File: config.mk
export PLATFORM = sky130hd
export DESIGN_NAME = nbytes_spi_tx
export DESIGN_NICKNAME = d
export VERILOG_FILES = /design/src/rtl/nbytes_spi_pkg.sv /design/src/rtl/nbytes_spi_tx_half_tick.sv /design/src/rtl/nbytes_spi_tx.sv
export SDC_FILE = /design/constraint.sdc
export NUM_CORES = 1
export LEC_CHECK = 0
export CORE_ASPECT_RATIO = 0.7
export CORE_MARGIN = 10
export CORE_UTILIZATION = 60
export DETAILED_ROUTE_END_ITERATION = 8
export DONT_BUFFER_PORTS = 1
export GPL_TIMING_DRIVEN = 1
export HOLD_SLACK_MARGIN = 0.08
export PLACE_DENSITY = 0.83
export SYNTH_ARGS = -nofsm -noshare
export SYNTH_HDL_FRONTEND = slang
export SYNTH_SLANG_ARGS = --single-unit
export TNS_END_PERCENT = 30
File: constraint.sdc
create_clock -name clk_i -period 4.24 [get_ports clk_i]
set_input_delay 0.848 -clock clk_i [delete_from_list [all_inputs] [get_ports clk_i]]
set_output_delay 0.848 -clock clk_i [all_outputs]
set_load 0.02 [all_outputs]
File: src/rtl/nbytes_spi_pkg.sv
// Shared types and sizing helpers for the n-byte frame SPI transmitter.
package nbytes_spi_pkg;

   typedef enum logic [2:0] {
      IDLE,
      CS_SETUP,
      SHIFT,
      CS_HOLD,
      GAP
   } state_t;

   localparam int BYTE_NUM_DEFAULT = 4;
   localparam int SCLK_DIV_DEFAULT = 4;
   localparam int CS_GAP_DEFAULT   = 2;

   function automatic int frame_width(input int byte_num);
      return 8 * byte_num;
   endfunction

   // Width of a 0..n-1 counter, never narrower than one bit.
   function automatic int cnt_width(input int n);
      return (n <= 2) ? 1 : $clog2(n);
   endfunction

endpackage

File: src/rtl/nbytes_spi_tx_half_tick.sv
// SCLK half-period divider: one-cycle tick every DIV enabled cycles, restarting
// from zero whenever the enable rises.
module spi_half_tick
   import nbytes_spi_pkg::*;
#(
   parameter int DIV = SCLK_DIV_DEFAULT
) (
   input  logic clk_i,
   input  logic rst_i,
   input  logic en_i,
   output logic tick_o
);

   localparam int            CW   = cnt_width(DIV);
   localparam logic [CW-1:0] LAST = CW'(DIV - 1);

   logic [CW-1:0] cnt;

   assign tick_o = en_i && (cnt == LAST);

   always_ff @(posedge clk_i or posedge rst_i) begin
      if (rst_i)
         cnt <= '0;
      else if (!en_i || tick_o)
         cnt <= '0;
      else
         cnt <= cnt + 1'b1;
   end

endmodule

File: src/rtl/nbytes_spi_tx.sv
// Sends each parity-clean UART frame as one SPI mode-0 transaction (MSB first,
// CS low for the whole frame) and returns the full-duplex MISO word.
module nbytes_spi_tx
   import nbytes_spi_pkg::*;
#(
   parameter  int BYTE_NUM = BYTE_NUM_DEFAULT,
   parameter  int SCLK_DIV = SCLK_DIV_DEFAULT,
   parameter  int CS_GAP   = CS_GAP_DEFAULT,
   localparam int W        = frame_width(BYTE_NUM)
) (
   input  logic         clk_i,
   input  logic         rst_i,
   input  logic [W-1:0] frame_data_i,
   input  logic         frame_valid_i,
   input  logic         frame_crc_valid_i,
   output logic         spi_sclk_o,
   output logic         spi_cs_n_o,
   output logic         spi_mosi_o,
   input  logic         spi_miso_i,
   output logic [W-1:0] rx_data_o,
   output logic         rx_valid_o,
   output logic         busy_o,
   output logic         drop_o,
   output logic         overflow_o
);

   localparam int             BCW      = $clog2(W + 1);
   localparam int             GCW      = cnt_width(CS_GAP);
   localparam logic [BCW-1:0] BITS     = BCW'(W);
   localparam logic [GCW-1:0] GAP_LAST = GCW'(CS_GAP - 1);

   state_t         state;
   logic [W-1:0]   pend_data;
   logic           pend_full;
   logic [W-1:0]   tx_sr;
   logic [W-1:0]   rx_sr;
   logic [BCW-1:0] bit_cnt;
   logic [GCW-1:0] gap_cnt;
   logic           tick;
   logic           div_en;
   logic           drain;
   logic           frame_ok;
   logic           accept;

   assign div_en   = (state == CS_SETUP) || (state == SHIFT) || (state == CS_HOLD);
   assign drain    = (state == IDLE) && pend_full;
   assign frame_ok = frame_valid_i && frame_crc_valid_i;
   // A full buffer that is being drained this cycle can take the new frame.
   assign accept   = frame_ok && (!pend_full || drain);
   assign busy_o   = (state != IDLE) || pend_full;

   spi_half_tick #(.DIV(SCLK_DIV)) u_half_tick (
      .clk_i  (clk_i),
      .rst_i  (rst_i),
      .en_i   (div_en),
      .tick_o (tick)
   );

   // NOTE: pure data storage qualified by pend_full, so it carries no reset.
   always_ff @(posedge clk_i) begin
      if (accept)
         pend_data <= frame_data_i;
   end

   always_ff @(posedge clk_i or posedge rst_i) begin
      if (rst_i) begin
         pend_full  <= 1'b0;
         drop_o     <= 1'b0;
         overflow_o <= 1'b0;
      end else begin
         drop_o     <= frame_valid_i && !frame_crc_valid_i;
         overflow_o <= frame_ok && !accept;
         if (accept)
            pend_full <= 1'b1;
         else if (drain)
            pend_full <= 1'b0;
      end
   end

   // NOTE: every register here uses <= so all branches see the pre-edge state.
   always_ff @(posedge clk_i or posedge rst_i) begin
      if (rst_i) begin
         state      <= IDLE;
         spi_cs_n_o <= 1'b1;
         spi_sclk_o <= 1'b0;
         spi_mosi_o <= 1'b0;
         rx_data_o  <= '0;
         rx_valid_o <= 1'b0;
         tx_sr      <= '0;
         rx_sr      <= '0;
         bit_cnt    <= '0;
         gap_cnt    <= '0;
      end else begin
         rx_valid_o <= 1'b0;
         unique case (state)
            IDLE: begin
               if (pend_full) begin
                  spi_cs_n_o <= 1'b0;
                  spi_mosi_o <= pend_data[W-1];
                  tx_sr      <= {pend_data[W-2:0], 1'b0};
                  bit_cnt    <= '0;
                  state      <= CS_SETUP;
               end
            end
            CS_SETUP: begin
               // The first rising edge ends the setup phase.
               if (tick) begin
                  spi_sclk_o <= 1'b1;
                  rx_sr      <= {rx_sr[W-2:0], spi_miso_i};
                  bit_cnt    <= BCW'(1);
                  state      <= SHIFT;
               end
            end
            SHIFT: begin
               if (tick) begin
                  if (spi_sclk_o) begin
                     spi_sclk_o <= 1'b0;
                     spi_mosi_o <= tx_sr[W-1];
                     tx_sr      <= {tx_sr[W-2:0], 1'b0};
                  end else if (bit_cnt == BITS) begin
                     state <= CS_HOLD;
                  end else begin
                     spi_sclk_o <= 1'b1;
                     rx_sr      <= {rx_sr[W-2:0], spi_miso_i};
                     bit_cnt    <= bit_cnt + 1'b1;
                  end
               end
            end
            CS_HOLD: begin
               if (tick) begin
                  spi_cs_n_o <= 1'b1;
                  spi_mosi_o <= 1'b0;
                  rx_data_o  <= rx_sr;
                  rx_valid_o <= 1'b1;
                  gap_cnt    <= '0;
                  state      <= GAP;
               end
            end
            GAP: begin
               if (gap_cnt == GAP_LAST)
                  state <= IDLE;
               else
                  gap_cnt <= gap_cnt + 1'b1;
            end
            default: state <= IDLE;
         endcase
      end
   end

endmodule

## After elaboration in Yosys (flattened, before gate mapping)

Cells that the tools add are included.

- Flip-flop bits (word level): 147
- Input port bits: 37
- Output and inout bits: 39
- Word-level logic and storage cells: 108

- Add/sub/neg operators: 3
- Equal/unequal tests: 15
- Mux-type cells: 42
- Reductions and logical operators: 33

Operators by type and width:

| cell | count |
|---|---|
| $mux W32 | 7 |
| $pmux W32 S2 | 2 |
| $mux W6 | 5 |
| $mux W3 | 7 |
| $pmux W6 S3 | 1 |
| $pmux W3 S5 | 1 |
| $mux W1 | 14 |
| $ne A2 B2 Y1 const B | 5 |
| $reduce_and A5 Y1 | 2 |
| $reduce_bool A2 Y1 | 5 |
| $reduce_bool A3 Y1 | 3 |
| $ne A2 B1 Y1 const B | 4 |
| $reduce_and A7 Y1 | 1 |
| $add A6 B1 Y6 const B | 1 |
| $eq A3 B2 Y1 const B | 2 |
| $eq A6 B6 Y1 const B | 1 |
| $logic_and A1 B1 Y1 | 6 |
| $pmux W1 S2 | 3 |
| $reduce_and A3 Y1 | 2 |
| $reduce_and A6 Y1 | 1 |
| $logic_or A1 B1 Y1 | 5 |
| $logic_not A1 Y1 | 4 |
| $reduce_and A2 Y1 | 2 |
| $reduce_and A4 Y1 | 1 |
| 8 further kinds | 8 |

## Longest topological paths before layout

- Depth in word-level cells: 6
- Gate-level depth with buffers: 8
- Mapped depth without buffers: 5

## Cells and area by module

Synthesis repeated with hierarchy kept, for this count alone.

- Cells, all modules: 418
- Area, all modules: 5863.1 µm²

By module, submodules not included:

| module | times used | cells an instance | area each (µm²) | seq. area each (µm²) |
|---|---|---|---|---|
| nbytes_spi_tx | 1 | 411 | 5768.0 | 3764.9 |
| spi_half_tick | 1 | 7 | 95.1 | 50.0 |

## Worst setup path after synthesis

Ideal clock, no wire load.

- Path type: register to register
- From: reg state[0]
- To: reg pend_data[0] (enable)
- Setup time: 0.425 ns
- Arrival: 2.520 ns
- Data required time: 3.815 ns
- Path slack: 1.295 ns
- Cell stages (with the launch flop): 5
- Path buffers: 2
- Clock period less this slack: 2.945 ns
- Cell sequence: dfrtp_1 buf_4 clkbuf_1 o31ai_1 nor2b_1

- Longest elaborated chain between the ends: 4

RTL lines:

| item | RTL line | text |
|---|---|---|
| from (decl) | nbytes_spi_tx.sv:32 | `state_t state;` |
| from (signal assigned) | nbytes_spi_tx.sv:83 | `state <= IDLE;` |
| from (signal assigned) | nbytes_spi_tx.sv:102 | `state <= CS_SETUP;` |
| from (signal assigned) | nbytes_spi_tx.sv:111 | `state <= SHIFT;` |
| $logic_not A3 Y1 | nbytes_spi_tx.sv:46 | `assign drain = (state == IDLE) && pend_full;` |
| $logic_and A1 B1 Y1 | nbytes_spi_tx.sv:46 |  |
| $logic_or A1 B1 Y1 | nbytes_spi_tx.sv:49 | `assign accept = frame_ok && (!pend_full \|\| drain);` |
| $logic_and A1 B1 Y1 | nbytes_spi_tx.sv:49 |  |
| via accept | nbytes_spi_tx.sv:43 | `logic accept;` |
| to (signal assigned) | nbytes_spi_tx.sv:62 | `pend_data <= frame_data_i;` |
| to (decl) | nbytes_spi_tx.sv:33 | `logic [W-1:0] pend_data;` |

The timed path passes the listed nets, and every way through them passes these cells.
A chain may end at the register's enable or synchronous reset.

## Worst setup path in the final report

- From: reg state[1]
- To: out busy_o

- Longest elaborated chain between the ends: 2

RTL lines:

| item | RTL line | text |
|---|---|---|
| $reduce_bool A3 Y1 | nbytes_spi_tx.sv:50 | `assign busy_o = (state != IDLE) \|\| pend_full;` |
| $logic_or A1 B1 Y1 | nbytes_spi_tx.sv:50 |  |
| to (decl) | nbytes_spi_tx.sv:22 | `output logic busy_o,` |

No other way between the ends.

==> metrics.txt <==
Mean Syn Cell Area=14.4 sq um; setup_tns=0 ns; # IOs=76; DRC errors left=0; post-synthesis register bit count=between 100 and 150; Worst Reg-to-Reg Cells=3; NumNets Final=455; most common cell after layout, fill and taps aside=dfrtp_1; count of final max-slew check failures=0; CTS Sinks=~150; Clock transition at path regs=roughly 0.06 ns; initial antenna violation count=0; Synth Warn #=0; clock buffer depth=2; final critical-path share of the clock period=0.613; buffers plus inverters on the worst setup path=0; root buffer cell=clkbuf_16; Crit Path Class=reg -> out; Placement Cell Area=approximately 0.0060 sq mm; crit-path cells=or4_1; Util after Layout=0.682; Peak VDD IR=approximately 0.40 mV; Resized Gates After CTS=0; hold buffers post-CTS=0; Seq/Total Area, Yosys=0.635; share of post-route cells with drive strength above 1=0.257; final antenna-violating net count=0; Setup-failing EPs final=0; diode count=0; DP HPWL=~7000 um; slowest CP cell=or4_1; CTS tree=built; GRT Total Usage=0.152; largest net degree at the start of global routing=slightly above 60; PortBufs=0; Worst-Margin Slew=between 1 and 1.5 ns; outcome=complete, no violations; Post-Layout Inst Area=roughly 0.0066 sq mm; Setup WS pre-CTS=around 1.9 ns; full die area=~0.014 sq mm; drt pass-1 iters=4; Main synth FF type=dfrtp_1; critical path's top delay family=simple AND/OR/NAND/NOR gates; CP max stage delay=about 0.76 ns; Critical R2R Launch=state[0]; Core Area=between 0.009 and 0.01 sq mm; CP required=roughly 3.4 ns; Max Cap Viol=0; setup bufs post-CTS=0; crit path time final=approximately 2.6 ns; commonest cells after routing, fill and taps aside=dfrtp_1, nor2_1, a21oi_1; r2r setup slk=approximately 1.9 ns; fillers=650; Mapped Nets=~460; Setup WS post-layout=approximately 1.6 ns; die height=about 100 um; Power Total=about 3000 uW; Initial Util=0.618; Fin Clk Skew=approximately 0.012 ns; final hold violations=0; CP max FO=16; initial DRC count=248; CP startpoint=state[1]; GRT Residual Overflow=0; count of mapped cells out of synthesis=around 420; crit end category=output port; CP Launch Type=register; first-pass GRT wire length=about 18000 um; area grow syn2layout=10.4%; clock latency on the worst-skew pair=between 0.4 and 0.5 ns; CTS buffer count=17; FP Rows=30; via-per-instance ratio=roughly 5.7; worst min-delay path class=in -> async; GPL Wtd Cong=roughly 0.81; routed len/inst=~19 um; async set or reset register ratio after synthesis=0.781; via count=3190; FF-to-FF End=rx_data_o[25]; H-tree depth=4; die width=~140 um; CP arrival=1.75 ns; mapped cell area=0.00600 sq mm; WL final=between 10000 and 15000 um; P_leak=0.00294 uW; vias in the first global route=roughly 3300; RSZ-0062 raised after global routing=no; EDFF count, synth=32; Pwr Density=approximately 460 mW/mm^2; Max Clk Rate=385 MHz; Yosys cell types=between 50 and 60; Slew Limit Headroom=0.229
-- worst register-to-register path, cell delays in order, from the launching register on --
cell and delay [ns]:
dfrtp_1 0.67, nor2b_2 0.30, nand3_2 0.70, mux2_2 0.57
-- stage by stage --
step | hold slack [ns] | std cells
after floorplan | 0.418 | 416
after global placement | 0.431 | 524
after detailed placement | 0.448 | 524
after CTS | 0.335 | 556
after global routing | 0.363 | 556
final | 0.324 | 556
-- cell type report --
| cell class | instances | area, sq um | area share |
|---|---|---|---|
| Clock buffer | 18 | 429 | 0.0647 |
| Clock inverter | 14 | 188 | 0.0283 |
| Inverter | 7 | 28.8 | 0.00434 |
| Multi-Input combinational cell | 239 | 1980 | 0.299 |
| Sequential cell | 146 | 3810 | 0.575 |
| Tap cell | 128 | 160 | 0.0242 |
| Timing Repair Buffer | 4 | 30.0 | 0.00453 |
-- routing by layer --
layer  up-vias  track usage  routed length (um)
met5         -            0                   0
met4         0       0.0551                 121
met3        13       0.0671                 744
met2        83        0.229                5140
met1      1604        0.189                4640
li1       1490            -                   -
-- flip-flops by register name, indices dropped and copies added (netlist names), 2 cells and up --
signal           cells
bit_cnt              6
u_half_tick.cnt      2
state                3
rx_data_o           32
pend_data           32
tx_sr               31
rx_sr               32
-- how the worst max path moves through the flow --
| stage | to | slack, ns | cells after the start |
|---|---|---|---|
| CTS | busy_o | 1.63 | 1 |
| finish | busy_o | 1.64 | 1 |
| floorplan | bit_cnt[0] | 0.38 | 1 |
| global placement | rx_data_o[16] | 1.93 | 3 |
| global route | busy_o | 1.59 | 1 |
| detailed placement | rx_data_o[13] | 1.86 | 3 |
-- power breakdown --
| group | internal [uW] | switching [uW] | total (uW) | leakage, uW |
|---|---|---|---|---|
| clock network | 981 | 566 | 1550 | 0.000294 |
| logic | 6.28 | 21.7 | 28.0 | 0.000872 |
| registers | 1440 | 4.73 | 1450 | 0.00178 |
| total | 2430 | 592 | 3020 | 0.00294 |
-- logic make-up (layout without fill, tap and decap cells) --
logic type	after synthesis	in the layout	synth area share
flip-flops	146	146	0.635
AND/OR/NAND/NOR	78	78	0.0665
multiplexers	93	93	0.186
adder cells (fa/ha/maj)	3	3	0.00625
XOR/XNOR	2	2	0.00292
buffers and inverters	31	43	0.0356
AO/OA/AOI/OAI	63	63	0.0671
-- cell usage after synthesis, drive strengths merged, types with 2 or more instances --
library cell  number  area [sq um]
dfrtp            113          2830
nor4               2          12.5
edfxtp            32           961
nand4              2          12.5
nor2b              5          33.8
o21ai              7          35.0
a31oi              2          27.5
o31ai              4          30.0
xnor2              2          17.5
nand2             12          45.0
nand2b             2          12.5
buf               19           168
nor2              39           146
ha                 3          37.5
a21oi             37           185
and3               3          20.0
clkbuf             5          20.0
nor3               3          37.5
inv                7          26.3
mux2i             30           300
nand3              4          25.0
a2bb2oi            3          43.8
mux2              63           818
(Power assumes the default switching activity.)
